### config.mk
export PLATFORM = sky130hd
export DESIGN_NAME = rs232_rx_fifo
export DESIGN_NICKNAME = d
export VERILOG_FILES = /design/src/rtl/rs232_rx_fifo.sv
export SDC_FILE = /design/constraint.sdc
export NUM_CORES = 1
export LEC_CHECK = 0
export ABC_AREA = 0
export BUFFER_PORTS_ARGS = -buffer_cell sky130_fd_sc_hd__buf_4
export CORE_ASPECT_RATIO = 1.75
export CORE_MARGIN = 1.5
export CORE_UTILIZATION = 50
export DETAILED_ROUTE_END_ITERATION = 8
export PLACE_DENSITY = 0.78
export SLEW_MARGIN = 0
export SYNTH_ARGS = -nofsm -noshare
export SYNTH_HDL_FRONTEND = slang
export SYNTH_SLANG_ARGS = --single-unit
### constraint.sdc
create_clock -name clk -period 3 [get_ports clk]
set_clock_uncertainty 0.1 [all_clocks]
set_input_delay 0.3 -clock clk [delete_from_list [all_inputs] [get_ports clk]]
set_output_delay 0.3 -clock clk [all_outputs]
set_load 0.005 [all_outputs]
### src/rtl/rs232_rx_fifo.sv
// RS-232 receive path: 16x-oversampled 8N1 deserialiser feeding a
// first-word-fall-through byte FIFO for the PicoBlaze input port.
module rs232_rx_fifo #(
  parameter int CLK_FREQ   = 100_000_000,
  parameter int BAUD       = 115200,
  parameter int FIFO_DEPTH = 16
) (
  input  logic       clk,
  input  logic       reset,
  input  logic       rs232_rx,
  output logic [7:0] rx_data_out,
  input  logic       read_rx_data_ack,
  output logic       rx_data_present,
  output logic       rx_buffer_full,
  output logic       rx_buffer_half_full,
  output logic       framing_error,
  output logic       overrun_error
);

  localparam int DIV   = (CLK_FREQ + BAUD * 8) / (BAUD * 16);
  localparam int DIV_W = (DIV > 1) ? $clog2(DIV) : 1;
  localparam int AW    = $clog2(FIFO_DEPTH);
  localparam int CW    = AW + 1;

  typedef enum logic [2:0] {
    S_WAIT_IDLE,
    S_IDLE,
    S_START,
    S_DATA,
    S_STOP
  } state_t;

  logic             rx_meta;
  logic             rx_s;
  logic [DIV_W-1:0] div_cnt;
  logic             en_16x;
  state_t           state;
  state_t           state_n;
  logic [3:0]       tick_cnt;
  logic [3:0]       tick_n;
  logic [2:0]       bit_cnt;
  logic [2:0]       bit_n;
  logic [7:0]       shift;
  logic [7:0]       shift_n;
  logic             stop_ok;
  logic             stop_bad;
  logic [7:0]       mem [FIFO_DEPTH];
  logic [AW-1:0]    wr_ptr;
  logic [AW-1:0]    rd_ptr;
  logic [CW-1:0]    count;
  logic             push;
  logic             pop;

  // Two-stage synchroniser; it only delays the line, so it needs no reset.
  // NOTE: sequential state uses non-blocking assignments so every flop samples pre-edge values.
  always_ff @(posedge clk) begin
    rx_meta <= rs232_rx;
    rx_s    <= rx_meta;
  end

  assign en_16x = (div_cnt == DIV_W'(DIV - 1));

  always_ff @(posedge clk) begin
    if (reset)       div_cnt <= '0;
    else if (en_16x) div_cnt <= '0;
    else             div_cnt <= div_cnt + 1'b1;
  end

  always_ff @(posedge clk) begin
    if (reset) begin
      state    <= S_WAIT_IDLE;
      tick_cnt <= '0;
      bit_cnt  <= '0;
      shift    <= '0;
    end else begin
      state    <= state_n;
      tick_cnt <= tick_n;
      bit_cnt  <= bit_n;
      shift    <= shift_n;
    end
  end

  // NOTE: every output of this block is defaulted first so no path can infer a latch.
  always_comb begin
    state_n  = state;
    tick_n   = tick_cnt;
    bit_n    = bit_cnt;
    shift_n  = shift;
    stop_ok  = 1'b0;
    stop_bad = 1'b0;
    if (en_16x) begin
      unique case (state)
        S_WAIT_IDLE: if (rx_s) state_n = S_IDLE;
        S_IDLE: begin
          if (!rx_s) begin
            state_n = S_START;
            tick_n  = '0;
          end
        end
        S_START: begin
          tick_n = tick_cnt + 4'd1;
          if (tick_cnt == 4'd7) begin
            if (rx_s) begin
              state_n = S_IDLE;
            end else begin
              state_n = S_DATA;
              tick_n  = '0;
              bit_n   = '0;
            end
          end
        end
        S_DATA: begin
          tick_n = tick_cnt + 4'd1;
          if (tick_cnt == 4'd15) begin
            shift_n = {rx_s, shift[7:1]};
            bit_n   = bit_cnt + 3'd1;
            if (bit_cnt == 3'd7) state_n = S_STOP;
          end
        end
        S_STOP: begin
          tick_n = tick_cnt + 4'd1;
          if (tick_cnt == 4'd15) begin
            stop_ok  = rx_s;
            stop_bad = !rx_s;
            state_n  = rx_s ? S_IDLE : S_WAIT_IDLE;
          end
        end
        default: state_n = S_WAIT_IDLE;
      endcase
    end
  end

  // A pop in the same cycle frees a slot, so a full FIFO still accepts the byte.
  assign pop  = read_rx_data_ack && (count != '0);
  assign push = stop_ok && (!rx_buffer_full || pop);

  // NOTE: the storage array is not reset; count alone defines which entries are valid.
  always_ff @(posedge clk) begin
    if (push) mem[wr_ptr] <= shift;
  end

  always_ff @(posedge clk) begin
    if (reset) begin
      wr_ptr <= '0;
      rd_ptr <= '0;
      count  <= '0;
    end else begin
      if (push) wr_ptr <= wr_ptr + 1'b1;
      if (pop)  rd_ptr <= rd_ptr + 1'b1;
      unique case ({push, pop})
        2'b10:   count <= count + 1'b1;
        2'b01:   count <= count - 1'b1;
        default: count <= count;
      endcase
    end
  end

  always_ff @(posedge clk) begin
    if (reset) begin
      framing_error <= 1'b0;
      overrun_error <= 1'b0;
    end else begin
      framing_error <= stop_bad;
      overrun_error <= stop_ok && !push;
    end
  end

  assign rx_data_out         = mem[rd_ptr];
  assign rx_data_present     = (count != '0);
  assign rx_buffer_full      = (count == CW'(FIFO_DEPTH));
  assign rx_buffer_half_full = (count >= CW'(FIFO_DEPTH / 2));

endmodule
Word-level counts from Yosys, hierarchy flattened
Memory sizes are Yosys's and may differ from the RTL's. A register that Yosys moved wholly into a read port is not among the register bits.
Cells that the tools add are included.
{"block": "totals", "ff_bits": 41, "mem_bits_rw": 128, "inputBits": 4, "output_inout_bits": 13, "wordCells": 86, "memories": 1}
{"block": "op_classes", "addsub": 7, "order_cmp": 1, "n_eq_ne": 18, "mux": 25, "n_bitwise": 3, "n_reduce_logical": 19}
{"name": "mem", "words": 16, "word_bits": 8, "rd": 1, "rd_ports_with_merged_regs": 1, "wr": 1, "line": "47", "source": "logic [7:0] mem [FIFO_DEPTH];"}
{"op": "$mux 3", "count": 9}
{"op": "$mux 4", "count": 5}
{"op": "$pmux 3 s5", "count": 1}
{"op": "$ne 2x2->1 const B", "count": 7}
{"op": "$add 4x1->4 const B", "count": 3}
{"op": "$pmux 4 s3", "count": 1}
{"op": "$pmux 5 s2", "count": 1}
{"op": "$reduce_and 7->1", "count": 1}
{"op": "$add 6x1->6 const B", "count": 1}
{"op": "$eq 3x2->1 const B", "count": 2}
{"op": "$eq 3x3->1 const B", "count": 2}
{"op": "$eq 6x6->1 const B", "count": 1}
{"op": "$mux 1", "count": 6}
{"op": "$pmux 3 s2", "count": 1}
{"op": "$reduce_and 3->1", "count": 2}
{"op": "$add 5x1->5 const B", "count": 1}
{"op": "$eq 5x5->1 const B", "count": 1}
{"op": "$ge 5x4->1 const B", "count": 1}
{"op": "$reduce_and 5->1", "count": 1}
{"op": "$reduce_bool 5->1", "count": 1}
{"op": "$sub 5x1->5 const B", "count": 1}
{"op": "$eq 4x3->1 const B", "count": 1}
{"op": "$eq 4x4->1 const B", "count": 1}
{"op": "$reduce_bool 2->1", "count": 2}
{"op": "13 further kinds", "count": 20}

Depth between registers and ports, before layout
Gate-level depths: netlist of run 1.
{"block": "logic_depth", "ltp_word": 7, "depth_mapped": 12, "depth_no_buf": 12}

Worst setup path after synthesis of run 1
Ideal clock, no wire load.
{"block": "synth_path", "path_type": "register -> register", "from": "register tick_cnt[0]", "to": "register count[4]", "setup_time_ns": 0.071, "arrival_ns": 2.554, "required_time_ns": 2.829, "setup_slack_ns": 0.276, "path_stages_with_launch": 11, "path_buffers": 0, "period_less_slack_ns": 2.724, "cell_sequence": "dfxtp_1 -> ha_1 -> nand3_1 -> nor4_4 -> nor2_1 -> ha_1 -> nor2b_1 -> o21a_1 -> or4_1 -> a21o_1 -> a21oi_1"}
{"block": "synth_between", "elab_chain_cells": 7, "elab_cells_between_ends": 9, "cone_classes": "eq/ne (3); mux (4); reduce/logical (2)"}
{"element": "from (decl)", "line": "39", "source": "logic [3:0] tick_cnt;"}
{"element": "from (signal assigned)", "line": "77", "source": "tick_cnt <= tick_n;"}
{"element": "$eq 4x4->1 *", "line": "122", "source": "if (tick_cnt == 4'd15) begin"}
{"element": "$mux 1 *", "line": "122"}
{"element": "$mux 1 *", "line": "92", "source": "unique case (state)"}
{"element": "$mux 1 *", "line": "91", "source": "if (en_16x) begin"}
{"element": "$logic_and 1x1->1 *", "line": "135", "source": "assign push = stop_ok && (!rx_buffer_full || pop);"}
{"element": "$eq 2x1->1 or $eq 2x2->1 (tied branches)", "line": "150", "source": "unique case ({push, pop})"}
{"element": "$pmux 5 s2 or $reduce_bool 2->1 (tied branches)"}
{"element": "to (signal assigned)", "line": "151", "source": "2'b10: count <= count + 1'b1;"}
{"element": "to (signal assigned)", "line": "152", "source": "2'b01: count <= count - 1'b1;"}
{"element": "to (signal assigned)", "line": "153", "source": "default: count <= count;"}
{"element": "to (decl)", "line": "50", "source": "logic [CW-1:0] count;"}
Mark *: on every way between the ends. The rest lies on a longest branch, timed or not.
A chain may end at the register's enable or synchronous reset.

Final worst setup path of run 1
{"block": "layout_path", "from": "register count[0]", "to": "register count[4]"}
{"block": "layout_between", "elab_chain_cells": 6, "elab_cells_between_ends": 12, "cone_classes": "add/sub (2); eq/ne (3); mux (1); reduce/logical (6)"}
{"element": "$eq 5x5->1 or $reduce_bool 5->1 (tied branches)", "line": "170, 134"}
{"element": "$logic_not 1->1 or $logic_and 1x1->1 (tied branches)", "line": "135, 134"}
{"element": "$logic_or 1x1->1", "line": "135"}
{"element": "$logic_and 1x1->1", "line": "135"}
{"element": "$eq 2x1->1 or $eq 2x2->1 (tied branches)", "line": "150"}
{"element": "$pmux 5 s2 or $reduce_bool 2->1 (tied branches)"}
Several ways; a longest one is shown, not always the timed one.

==> impl_metrics.csv, run 1 <==
group,metric,value,unit
yosys,syn-instance-count,442,
floorplanning,die_x,93.12,um
placement,pre_cts_worst_setup_slack,220.5,ps
placement,post-dp-hpwl,9.063,mm
global_route,grt_start_max_net_pins,39,
yosys,syn_nets,460,
final_layout,final_area,0.008114,sq mm
clock_network,htree_levels,4,
timing,final_hold_viol_count,0,
placement,io_buffer_count,16,
yosys,ys.warnings.count,0,
timing,slew_headroom,53.07,%
global_route,globalRouteTotalUtil,19.33,%
floorplanning,floorplan.die.height,160.7,um
placement,placedCellCount,634,
timing,final_min_period_over_clock_period,93.47,%
yosys,synth_edf_count,128,
yosys,yosys-top-cells-count,"sky130_fd_sc_hd__edfxtp_1, sky130_fd_sc_hd__dfxtp_1, sky130_fd_sc_hd__nor2_1",
final_layout,final-instance-count-excl-fill,667,
status,status,"completed",
clock_network,tritoncts,"built",
route,vias,3827,
critical_path,critPathCaptureType,"register",
yosys,synth_compound_area_share,3.099,%
clock_network,clock_latency,420,ps
timing,finish_stage_setup_viols,0,
yosys,synthesized_area_fraction_occupied_by_xor_and_xnor_cells,1.849,%
placement,dpl_cell_area,0.007525,sq mm
clock_network,number_of_buffers_between_clock_root_and_the_deepest_sink,2,
yosys,synth-simple-area-share,8.752,%
critical_path,arrival,3060,ps
route,wirelength,13.36,mm
power_and_ir_drop,vdd_ir_drop_max,0.4869,mV
route,vias_per_cell,5.738,
timing,layout_min_cycle_time,2804,ps
critical_path,critical_path_peak_fanout,4,
yosys,syn_area,0.007106,sq mm
power_and_ir_drop,powerDensity,688.6,mW/mm^2
floorplanning,die-area,0.01496,sq mm
clock_network,buffer_type_at_the_clock_tree_root,"sky130_fd_sc_hd__clkbuf_16",
clock_network,clock-sinks,173,
critical_path,critical_path_required,3260,ps
critical_path,critPathKind,"reg2reg",
final_layout,multi_input_gate_area_in_the_final_layout,0.002216,sq mm
yosys,synth.top_cell.area_share,54.09,%
route,drc_markers,0,
power_and_ir_drop,power.total,5.588,mW
clock_network,path_clk_slew,70,ps
floorplanning,core.rowCount,57,
final_layout,regArea,0.004746,sq mm
yosys,synth-async-reset-ratio,0,%
yosys,postSynth.topFlopCell,"sky130_fd_sc_hd__edfxtp_1",
critical_path,ff2ff_setup_slack,200,ps
final_layout,diodes,0,
timing,setup_repair_after_global_routing_missed_its_margin,"no",
yosys,synth.yosys.seq_area_share,66.77,%
timing,transition_time_at_the_pin_with_the_least_slew_margin,703.0,ps
yosys,leading_cell_types_by_total_area_after_synthesis,"sky130_fd_sc_hd__edfxtp_1, sky130_fd_sc_hd__dfxtp_1, sky130_fd_sc_hd__mux4_2, sky130_fd_sc_hd__ha_1, sky130_fd_sc_hd__nor2_1",
yosys,ys_ff_latch,173,
global_route,number_of_global_route_vias_before_repair,4038,
final_layout,drive_above_1_share,24.69,%
placement,gp_congestion,0.8150,
final_layout,fill_cells,1023,
route,drtIter0Drc,290,
timing,finalWorstSetupSlack,195.8,ps
global_route,antenna_found_initial,0,
power_and_ir_drop,cellLeakagePower,2.731,nW
clock_network,cts_setup_buffers,0,
final_layout,utilization,58.34,%
route,antenna_violating_nets_post_route,0,
floorplanning,io_pins,17,
final_layout,growth_of_design_area_from_synthesis_to_finish,14.19,%
floorplanning,fp.coreArea,0.01391,sq mm
timing,slew_viol_final,0,
global_route,overflow,0,
floorplanning,initial_core_util,51.09,%
min_path,timing.hold.worst.class,"in2reg",
timing,max_clock_freq,356.6,MHz
final_layout,finish.net_count,495,
clock_network,cts_buffers,17,
critical_path,critical_path.startpoint_type,"register",
yosys,yosys.area_share.adder,2.571,%
timing,fin_setup_tns,0,ps
route,first_pass_iters,4,
yosys,synth_top_cell_by_area,"sky130_fd_sc_hd__edfxtp_1",
global_route,grt_first_pass_wirelength,21.00,mm
yosys,synth.area.mux_share,14.84,%
yosys,synthMostInstantiatedCell,"sky130_fd_sc_hd__edfxtp_1",
yosys,synth_top_family_by_area,"multiplexers",
timing,worst_hold_slack,191.8,ps
route,drt-wirelength-per-cell,20.03,um
job,maxCapViolCount,0,
yosys,netlist-cell-type-count,55,
yosys,synth_area_per_cell,16.08,sq um
==> cell families (layout without fill, tap and decap cells) <==
logic type,count (synthesis),in the layout
buffers and inverters,35,83
AND/OR/NAND/NOR,116,116
adder cells (fa/ha/maj),14,14
flip-flops,173,173
XOR/XNOR,15,15
AO/OA/AOI/OAI,35,35
multiplexers,54,54
==> state kept, by name, indices dropped and copies added, names as in the netlist, named ones only <==
signal and flops:
overrun_error 1, rx_s 1, div_cnt 6, mem 128
shift 8, state 3, bit_cnt 3, framing_error 1
wr_ptr 4, count 5, rd_ptr 4, rx_meta 1
tick_cnt 4
==> final cells by class <==
class / instances / share of cell area (%)
Clock buffer: 18 / 5.289
Clock inverter: 14 / 1.789
Inverter: 11 / 0.5089
Multi-Input combinational cell: 234 / 27.31
Sequential cell: 173 / 58.49
Tap cell: 177 / 2.729
Timing Repair Buffer: 40 / 3.886
==> power breakdown <==
part           switching (mW)  internal, mW  leakage, nW  total, mW
sequential             0.0520          2.58         1.55       2.63
combinational           0.394         0.468        0.903      0.862
clock                   0.984          1.11        0.278       2.10
==> layout by cell type, fill, tap and decap left out, types with 7 or more instances in the layout <==
| cell type | instances |
|---|---|
| sky130_fd_sc_hd__edfxtp_1 | 128 |
| sky130_fd_sc_hd__nand2_1 | 16 |
| sky130_fd_sc_hd__xor2_1 | 8 |
| sky130_fd_sc_hd__xnor2_1 | 7 |
| sky130_fd_sc_hd__a21oi_1 | 12 |
| sky130_fd_sc_hd__clkbuf_16 | 17 |
| sky130_fd_sc_hd__buf_4 | 38 |
| sky130_fd_sc_hd__dfxtp_1 | 44 |
| sky130_fd_sc_hd__mux2i_1 | 12 |
| sky130_fd_sc_hd__nor3_1 | 11 |
| sky130_fd_sc_hd__ha_1 | 13 |
| sky130_fd_sc_hd__mux4_2 | 40 |
| sky130_fd_sc_hd__inv_1 | 11 |
| sky130_fd_sc_hd__inv_8 | 7 |
| sky130_fd_sc_hd__nor2_1 | 43 |
==> critical path, cell delays in order, from the launching register on <==
cell,delay [ps]
sky130_fd_sc_hd__dfxtp_1,340
sky130_fd_sc_hd__or4_1,610
sky130_fd_sc_hd__o21ai_1,200
sky130_fd_sc_hd__nor2_1,120
sky130_fd_sc_hd__ha_1,340
sky130_fd_sc_hd__nor2b_1,150
sky130_fd_sc_hd__o21a_1,180
sky130_fd_sc_hd__or4_1,430
sky130_fd_sc_hd__a21o_1,180
sky130_fd_sc_hd__a21oi_1,110
==> path summary, 6_finish.rpt <==
kind / start / to / depth (start not counted)
worst max register to register: count[0] / count[4] / 9
worst max-delay path: count[0] / count[4] / 9
worst min-delay path: reset / tick_cnt[1] / 2
worst min register to register: rx_meta / rx_s / 0
==> metal layers <==
| metal | track usage (%) | vias to the layer above | wire [um] |
|---|---|---|---|
| met4 | 8.264 | 0 | 320 |
| met3 | 4.261 | 31 | 361 |
| met1 | 19.61 | 1937 | 4738 |
| met2 | 36.79 | 91 | 7938 |
| met5 | 0 | - | 0 |
| li1 | - | 1768 | - |
==> repair_timing <==
item	in CTS	in global routing
setup endpoints to repair	0	1
hold buffers	1	0
endpoints found under the hold margin	1	0
gates resized for setup	0	1
Note: power is estimated with default switching activity, not from simulation.
==> run 2, diff against run 1 <==
CORE_UTILIZATION = 62   (was 50)
PLACE_DENSITY = 0.91   (was 0.78)
==> impl_metrics.csv, run 2 (same netlist as run 1, synthesis figures left out) <==
group,metric,value,unit
timing,setup_repair_after_global_routing_missed_its_margin,"no",
min_path,timing.hold.worst.class,"in2reg",
route,first_pass_iters,5,
final_layout,flip_flop_count_of_the_largest_register_after_layout,128,
clock_network,clock_latency,420,ps
floorplanning,io_pins,17,
floorplanning,die-area,0.01214,sq mm
timing,worst_hold_slack,195.1,ps
clock_network,tritoncts,"built",
route,wirelength,14.29,mm
final_layout,finish.net_count,494,
clock_network,clock-sinks,173,
final_layout,growth_of_design_area_from_synthesis_to_finish,14.40,%
placement,io_buffer_count,16,
global_route,grt_first_pass_wirelength,22.03,mm
timing,finish_stage_setup_viols,0,
timing,slew_headroom,57.64,%
timing,max_clock_freq,345.8,MHz
global_route,number_of_global_route_vias_before_repair,4045,
final_layout,reg_top3,"mem x128, shift x8, div_cnt x6",
floorplanning,die_x,83.93,um
floorplanning,initial_core_util,63.63,%
floorplanning,core.rowCount,51,
route,drtIter0Drc,398,
floorplanning,floorplan.die.height,144.6,um
critical_path,arrival,3140,ps
global_route,globalRouteTotalUtil,24.99,%
timing,transition_time_at_the_pin_with_the_least_slew_margin,634.5,ps
global_route,antenna_found_initial,0,
global_route,grt_start_max_net_pins,39,
final_layout,drive_above_1_share,23.93,%
route,antenna_violating_nets_post_route,0,
final_layout,layout.cells.most_common,"sky130_fd_sc_hd__edfxtp_1",
power_and_ir_drop,power.total,5.875,mW
power_and_ir_drop,vdd_ir_drop_max,0.6434,mV
status,status,"completed",
floorplanning,fp.coreArea,0.01117,sq mm
route,vias_per_cell,6.370,
timing,fin_setup_tns,0,ps
route,vias,3956,
route,drt-wirelength-per-cell,23.02,um
timing,final_hold_viol_count,0,
critical_path,critPathCaptureType,"register",
timing,slew_viol_final,0,
clock_network,buffer_type_at_the_clock_tree_root,"sky130_fd_sc_hd__clkbuf_16",
timing,final_min_period_over_clock_period,96.39,%
critical_path,critPathKind,"reg2reg",
placement,post-dp-hpwl,9.039,mm
timing,layout_min_cycle_time,2892,ps
final_layout,highest_count_cells_in_the_layout_ignoring_fill_and_taps,"sky130_fd_sc_hd__edfxtp_1, sky130_fd_sc_hd__dfxtp_1, sky130_fd_sc_hd__nor2_1, sky130_fd_sc_hd__mux4_2, sky130_fd_sc_hd__buf_4",
clock_network,cts_setup_buffers,0,
final_layout,registers.top_by_ff_count,"mem",
critical_path,critical_path_peak_fanout,4,
clock_network,number_of_buffers_between_clock_root_and_the_deepest_sink,2,
critical_path,critical_path.startpoint_type,"register",
clock_network,cts_buffers,17,
final_layout,diodes,0,
clock_network,htree_levels,4,
placement,gp_congestion,0.9025,
global_route,overflow,0,
route,drc_markers,0,
power_and_ir_drop,cellLeakagePower,2.754,nW
job,maxCapViolCount,0,
power_and_ir_drop,powerDensity,722.8,mW/mm^2
critical_path,critical_path_required,3240,ps
clock_network,path_clk_slew,60,ps
==> run 2: area by class of cell <==
| class | instances | area (sq um) |
|---|---|---|
| clock buffers | 22 | 454.2 |
| clock inverters | 10 | 187.7 |
| fillers | 611 | 3038 |
| inverters | 11 | 41.29 |
| multi-input cells | 234 | 2227 |
| flip-flops and latches | 173 | 4746 |
| well taps | 132 | 165.2 |
| repair buffers | 39 | 307.8 |
==> run 2: stage by stage <==
step / util (%) / cell area (sq um) / setup slack [ps] / instances
after floorplan: - / 7106 / 276.0 / 442
after global placement: 66.81 / 7461 / 297.4 / 588
after detailed placement: 66.81 / 7461 / 195.4 / 588
after CTS: 72.65 / 8113 / 126.3 / 621
after global routing: 72.80 / 8129 / 21.82 / 621
final: 72.80 / 8129 / 108.3 / 621
==> run 2: critical path: stages (launching register included) <==
cell and delay [ps]:
sky130_fd_sc_hd__dfxtp_1 330, sky130_fd_sc_hd__or4_1 590, sky130_fd_sc_hd__o21ai_1 220, sky130_fd_sc_hd__nor2_1 140, sky130_fd_sc_hd__ha_1 340, sky130_fd_sc_hd__nor2b_1 150, sky130_fd_sc_hd__o21a_1 200, sky130_fd_sc_hd__or4_1 440
sky130_fd_sc_hd__a21o_1 190, sky130_fd_sc_hd__a21oi_1 120
==> run 2: what timing repair did <==
| action | 4_1_cts | 5_1_grt |
|---|---|---|
| hold buffers | 1 | 0 |
| endpoints found under the hold margin | 1 | 0 |
| resized for setup | 0 | 2 |
| endpoints found under the setup margin | 0 | 1 |
==> run 2: final timing paths <==
path                 start        to  slack, ps  cells past startpoint
setup / recovery  count[0]  count[4]        110                      9
hold / removal       reset  shift[3]        200                      2
setup reg to reg  count[0]  count[4]        110                      9
hold reg to reg    rx_meta      rx_s        260                      0
==> run 2: per-layer routing <==
| metal | global-route usage (%) | wire [um] | vias up |
|---|---|---|---|
| met5 | 0 | 0 | - |
| met4 | 11.56 | 558 | 0 |
| li1 | - | - | 1761 |
| met3 | 5.594 | 609 | 44 |
| met2 | 45.16 | 7876 | 153 |
| met1 | 28.13 | 5249 | 1998 |
==> run 2: report_power, final <==
part	switching (mW)	total (mW)	internal [mW]
logic	0.386	0.856	0.470
clock network	0.869	2.37	1.51
registers	0.0653	2.64	2.58
